===== src/rtl/pool_window_feeder.sv =====
// Buffers one raster row pair and replays it as serial 2x2 windows
// (top-left, top-right, bottom-left, bottom-right) for a max pooler.
module pool_window_feeder #(
  parameter int unsigned DATA_W = 16,
  parameter int unsigned IMG_W  = 8,
  parameter int unsigned IMG_H  = 8
) (
  input  logic              clk,
  input  logic              reset,
  input  logic              valid_in,
  output logic              in_ready,
  input  logic [DATA_W-1:0] din,
  output logic [DATA_W-1:0] dout,
  output logic              valid_out,
  output logic              block_last,
  output logic              frame_last
);

  localparam int unsigned DEPTH  = 2 * IMG_W;
  localparam int unsigned CNT_W  = (DEPTH > 1) ? $clog2(DEPTH) : 1;
  localparam int unsigned PAIRS  = IMG_H / 2;
  localparam int unsigned PAIR_W = (PAIRS > 1) ? $clog2(PAIRS) : 1;
  localparam logic [CNT_W-1:0]  LAST_IDX  = CNT_W'(DEPTH - 1);
  localparam logic [PAIR_W-1:0] LAST_PAIR = PAIR_W'(PAIRS - 1);

  typedef enum logic {S_FILL, S_DRAIN} state_e;

  state_e              state_q, state_d;
  logic [CNT_W-1:0]    wr_cnt_q, wr_cnt_d;
  logic [CNT_W-1:0]    rd_cnt_q, rd_cnt_d;
  logic [PAIR_W-1:0]   pair_q, pair_d;
  logic                in_ready_q, in_ready_d;
  logic                valid_out_q, valid_out_d;
  logic [DATA_W-1:0]   dout_q, dout_d;
  logic                block_last_q, block_last_d;
  logic                frame_last_q, frame_last_d;
  logic [DATA_W-1:0]   pix_buf_q [DEPTH];
  logic [DATA_W-1:0]   pix_buf_d [DEPTH];
  logic                accept_c;
  logic [CNT_W-1:0]    rd_addr_c;

  assign accept_c = valid_in && in_ready_q;

  // Window beat k -> buffer slot: 2*(k>>2) + k[0] + (k[1] ? IMG_W : 0)
  always_comb begin
    rd_addr_c = CNT_W'(((32'(rd_cnt_q) >> 2) << 1) + 32'(rd_cnt_q[0])
                       + (rd_cnt_q[1] ? IMG_W : 32'd0));
  end

  always_comb begin
    state_d      = state_q;
    wr_cnt_d     = wr_cnt_q;
    rd_cnt_d     = rd_cnt_q;
    pair_d       = pair_q;
    in_ready_d   = in_ready_q;
    valid_out_d  = 1'b0;
    dout_d       = dout_q;
    block_last_d = 1'b0;
    frame_last_d = 1'b0;
    pix_buf_d    = pix_buf_q;
    case (state_q)
      S_FILL: begin
        if (accept_c) begin
          pix_buf_d[wr_cnt_q] = din;
          if (wr_cnt_q == LAST_IDX) begin
            wr_cnt_d   = '0;
            state_d    = S_DRAIN;
            in_ready_d = 1'b0;
          end else begin
            wr_cnt_d = wr_cnt_q + CNT_W'(1);
          end
        end
      end
      S_DRAIN: begin
        valid_out_d  = 1'b1;
        dout_d       = pix_buf_q[rd_addr_c];
        block_last_d = (rd_cnt_q[1:0] == 2'b11);
        frame_last_d = (rd_cnt_q == LAST_IDX) && (pair_q == LAST_PAIR);
        if (rd_cnt_q == LAST_IDX) begin
          // Reopen input on the same edge that registers the final beat
          rd_cnt_d   = '0;
          state_d    = S_FILL;
          in_ready_d = 1'b1;
          pair_d     = (pair_q == LAST_PAIR) ? '0 : pair_q + PAIR_W'(1);
        end else begin
          rd_cnt_d = rd_cnt_q + CNT_W'(1);
        end
      end
      default: state_d = S_FILL;
    endcase
  end

  always_ff @(posedge clk or negedge reset) begin
    if (!reset) begin
      state_q      <= S_FILL;
      wr_cnt_q     <= '0;
      rd_cnt_q     <= '0;
      pair_q       <= '0;
      in_ready_q   <= 1'b1;
      valid_out_q  <= 1'b0;
      dout_q       <= '0;
      block_last_q <= 1'b0;
      frame_last_q <= 1'b0;
    end else begin
      state_q      <= state_d;
      wr_cnt_q     <= wr_cnt_d;
      rd_cnt_q     <= rd_cnt_d;
      pair_q       <= pair_d;
      in_ready_q   <= in_ready_d;
      valid_out_q  <= valid_out_d;
      dout_q       <= dout_d;
      block_last_q <= block_last_d;
      frame_last_q <= frame_last_d;
    end
  end

  // Pixel storage carries no reset; stale contents are always overwritten before use
  always_ff @(posedge clk) begin
    pix_buf_q <= pix_buf_d;
  end

  assign in_ready   = in_ready_q;
  assign valid_out  = valid_out_q;
  assign dout       = dout_q;
  assign block_last = block_last_q;
  assign frame_last = frame_last_q;

endmodule


===== config.mk =====
export PLATFORM = sky130hd
export DESIGN_NAME = pool_window_feeder
export DESIGN_NICKNAME = d
export VERILOG_FILES = /design/src/rtl/pool_window_feeder.sv
export SDC_FILE = /design/constraint.sdc
export NUM_CORES = 1
export LEC_CHECK = 0
export CORE_ASPECT_RATIO = 0.5
export CORE_MARGIN = 2
export CORE_UTILIZATION = 65
export DETAILED_ROUTE_END_ITERATION = 7
export PLACE_DENSITY = 0.84
export SYNTH_ARGS = -nofsm -noshare
export SYNTH_HDL_FRONTEND = slang
export SYNTH_SLANG_ARGS = --single-unit

===== constraint.sdc =====
create_clock -name clk -period 4.7 [get_ports clk]
set_input_delay 0.47 -clock clk [delete_from_list [all_inputs] [get_ports clk]]
set_output_delay 0.47 -clock clk [all_outputs]
set_load 0.1 [all_outputs]

==> Word-level counts from Yosys, hierarchy flattened <==
Cells that the tools add are included.
Widths: inputs -> output; s select.
{ "classes": {"add_sub_neg": 5, "bitwise_logic": 3, "muxes": 21, "reduce_logical": 6, "n_eq_ne": 7, "order_cmp": 3} }
{ "ops": {"columns": ["cell", "n"], "rows": [
  ["$bwmux 256", 1],
  ["$bmux 16 s4", 1],
  ["$demux 16 s4", 1],
  ["$mux 16", 3],
  ["$mux 4", 3],
  ["$ge 5x5->1 const B", 2],
  ["$not 4->5", 2],
  ["$mux 1", 9],
  ["$add 4x1->4 const B", 2],
  ["$eq 4x4->1 const B", 2],
  ["$lt 5x1->1 const B", 1],
  ["$add 3x1->4", 1],
  ["$add 4x4->4", 1],
  ["$eq 2x2->1 const B", 2],
  ["$ne 2x2->1 const B", 2],
  ["$pmux 1 s2", 2],
  ["$reduce_and 2->1", 2],
  ["$logic_and 1x1->1", 3],
  ["$reduce_and 3->1", 1],
  ["$add 2x1->2 const B", 1],
  ["$mux 2", 1],
  ["$ne 2x1->1 const B", 1],
  ["$not 1->1", 1]
]} }
{ "totals": {"regBits": 287, "elab_cells": 70, "output_inout_bits": 20, "input_bits": 19} }

==> Logic depth before layout (Yosys ltp) <==
{ "depth": {"depth_word": 6, "depth_mapped": 7, "ltp_nobuf": 4} }

==> Worst setup path after synthesis <==
OpenSTA, ideal clock, no wires.
{ "synth_path": {"path_kind": "register to register", "startpoint": "register in_ready_q, in the netlist in_ready", "endpoint": "register pix_buf_q[192] in the netlist's numbering, enable pin", "required_ps": 4291, "path_stages_with_launch": 5, "setup_time_ps": 409, "period_less_slack_ps": 2938, "path_buffers": 1, "setup_slack_ps": 1762, "t_arrival_ps": 2529, "path_cell_list": "dfstp_2 and3b_1 buf_2 nand2_1 nor3_1"} }
{ "synth_between": {"elab_chain_len": 2} }
{ "synth_rtl": {"columns": ["item", "line_no", "source"], "rows": [
  ["start: declaration", "32", "logic in_ready_q, in_ready_d;"],
  ["start signal: assignment", "109", "in_ready_q <= in_ready_d;"],
  ["$logic_and 1x1->1", "42", "assign accept_c = valid_in && in_ready_q;"],
  ["$reduce_and 2->1 (no line)", null, null],
  ["end signal: assignment", "119", "pix_buf_q <= pix_buf_d;"],
  ["end: declaration", "37", "logic [DATA_W-1:0] pix_buf_q [DEPTH];"]
]} }
No other way between the ends.
A chain may end at the register's enable or synchronous reset.

==> Final worst setup path <==
{ "layout_path": {"startpoint": "register in_ready_q, in the netlist in_ready", "endpoint": "output port in_ready"} }
{ "layout_lines": {"columns": ["item", "line_no", "source"], "rows": [
  ["end: declaration", "11", "output logic in_ready,"]
]} }
No word-level cell between the ends.

==> run metrics <==
Root Driver=clkbuf_16; gr ovfl total=0; fin crit share=56.7%; pwr/cell area=619 mW/mm2; chip height=96.4 um; Starting Density=67.1%; pin count of the biggest net entering global routing=59; CTS max path bufs=3; Worst Skew=0.0139 ns; first-pass GRT wire length=36.6 mm; Iteration-0 DRC Markers=860; critical-path cell list=clkdlybuf4s50_1; CP required=4.23 ns; Slew @ Worst Pin=1.10 ns; CTS tree=done; ANT nets after route=0; router iterations before antenna repair=6; Rel. slew slack=26.7%; Synth warnings=0; delay-heaviest family, CP=buffers and inverters; Post-Syn Area per Cell=19.2 um2; fin crit period=2.66 ns; GPL Wtd Cong=0.779; clock tree sinks=287; Die ar.=0.0182 mm2; routed via count=5939; CP Launch Type=flip-flop; largest family of logic cells by synthesized area=multiplexers; Core Rows=33; I/O pins=39; post-synthesis net count=604; #FFs+latches synth=287; leading cell type in the layout, fill and taps excluded=edfxtp_1; fmax=375 MHz; DRC=0; dpl hpwl=13.5 mm; Synth Area in Simple Gates=2.20%; Post-Route WL=25.3 mm; worst-path cell with the longest stage delay=clkdlybuf4s50_1; RSZ-0062 raised after global routing=false; sequential share of the synthesized area=76.2%; initial antenna violation count=0; Post-DP Area=0.0117 mm2; hold_ws=0.385 ns; mux cell area share after synthesis=14.3%; Pleak=4.24 nW; Synth Area in Adders=0.676%; Max Slew Vio Count=0; XOR/XNOR share of the synthesized area=0.237%; Setup Fix Bufs, Post-CTS=0; drt via density=6.79; area delta synth->final=13.0%; Core ar.=0.0166 mm2; ANT cells=0; critical path startpoint=in_ready; TNS Setup=0 ns; Cell variety after synth=35; Crit. End Element=output port; port buffer count=38; fin nets=656; Seq. cell area=0.00847 mm2; r2r startpoint=rd_cnt_q[0]; Synth area leader=edfxtp_1; clk slew on worst S/H paths=0.07 ns; Cells after Synth=579; Yosys top cell area share=69.2%; area taken by multi-input logic gates=0.00243 mm2; worst-path maximum fanout=3; post-CTS resize count=0; fillers=840; H-tree levels=1; WS Path Type=flip-flop to output port; Worst Hold Class=input port to asynchronous set/reset pin; Peak supply drop=0.000377 V; status=completed; final setup violation count=0; vias in the first global route=5893; Max-cap violations=0; CP peak stage delay=1.13 ns; Die X-Extent=189 um; Skew-Pair Late Insertion Delay=0.52 ns; GRT Resource Usage Total=28.4%; Arrival @ worst endpoint=2.19 ns; cts hold-fix bufs=0; post-synthesis compound-gate area fraction=4.27%; Inserted Clock Buffers=24; Power, Total=7.77 mW; most frequent cells in the layout=edfxtp_1, mux2i_1, clkdlybuf4s50_1, nor2_1, dfrtp_1; Final Cell Area=0.0126 mm2; Critical path buffers and inverters=1; share of cells above drive strength 1=14.8%; wire per inst=28.9 um; Final Hold Fails=0; synthesized area=0.0111 mm2; synth top area cells=edfxtp_1, mux2i_1, dfrtp_1
## flip-flops by register name (all words and copies together), names as in the netlist
name and count:
valid_out 1, block_last 1, rd_cnt_q 4, dout 16, in_ready 1, wr_cnt_q 4
pair_q 2, frame_last 1, state_q 1, pix_buf_q 256
## cells by family after synthesis
family | count (synthesis)
DFF | 287
muxes | 116
AOI/OAI and AO/OA | 74
and+or+nand+nor | 56
buffers and inverters | 37
adders and majority gates | 6
xor gates and xnor gates | 3
## layout make-up
class | count | share of cell area (%)
clock buffer | 27 | 5.04
clock inverter | 16 | 1.39
inverter | 3 | 0.0897
multi-input combinational | 255 | 19.3
sequential | 287 | 67.4
tap | 227 | 2.26
timing repair buffer | 60 | 4.44
## worst paths after layout
kind                               end  slack, ns  cells past startpoint
min in group clk              in_ready       0.55                      2
hold / removal             wr_cnt_q[3]       0.39                      2
hold reg to reg               in_ready       0.55                      2
max in group asynchronous  rd_cnt_q[0]       3.94                      2
setup / recovery              in_ready       2.04                      1
setup reg to reg              dout[12]       2.07                      5
## per-stage QoR
stage	cells	setup slack, ns	utilization (%)
2_1_floorplan	579	1.76	-
3_3_place_gp	832	2.09	71.0
3_5_place_dp	832	2.04	71.0
4_1_cts	875	2.04	75.8
5_1_grt	875	1.95	75.8
6_report	875	2.04	75.8
## synthesized netlist by cell type (all sizes together)
| cell type | number |
|---|---|
| mux2i | 81 |
| o32ai | 16 |
| nand2b | 4 |
| or2 | 1 |
| mux4 | 32 |
| o22ai | 16 |
| nor2 | 31 |
| edfxtp | 256 |
| nor2b | 1 |
| nand3 | 1 |
| o41ai | 1 |
| inv | 3 |
| nand2 | 11 |
| dfstp | 1 |
| and2 | 1 |
| mux2 | 3 |
| a21oi | 2 |
| nor3 | 4 |
| dfrtp | 30 |
| ha | 6 |
| o21ai | 23 |
| buf | 25 |
| clkbuf | 9 |
| nand4 | 1 |
| a31oi | 16 |
| and3b | 1 |
| xnor2 | 3 |
## where the power goes
part	switching, mW	total (mW)	leakage, nW	internal, mW
sequential	0.328	3.39	2.67	3.06
clock	0.877	2.06	0.405	1.19
combinational	1.51	2.32	1.17	0.814
total	2.71	7.77	4.24	5.06
## metal layers
| layer | global-route usage [%] | vias to the layer above | part of all wire (%) | routed length, um |
|---|---|---|---|---|
| li1 | - | 2444 | - | - |
| met1 | 41.8 | 3051 | 41 | 10500 |
| met2 | 43.4 | 388 | 46 | 11600 |
| met3 | 6.03 | 56 | 10 | 2560 |
| met4 | 10.2 | 0 | 2.5 | 629 |
| met5 | 0 | - | 0 | 0 |
No activity file was read; power rests on OpenSTA's default activity.
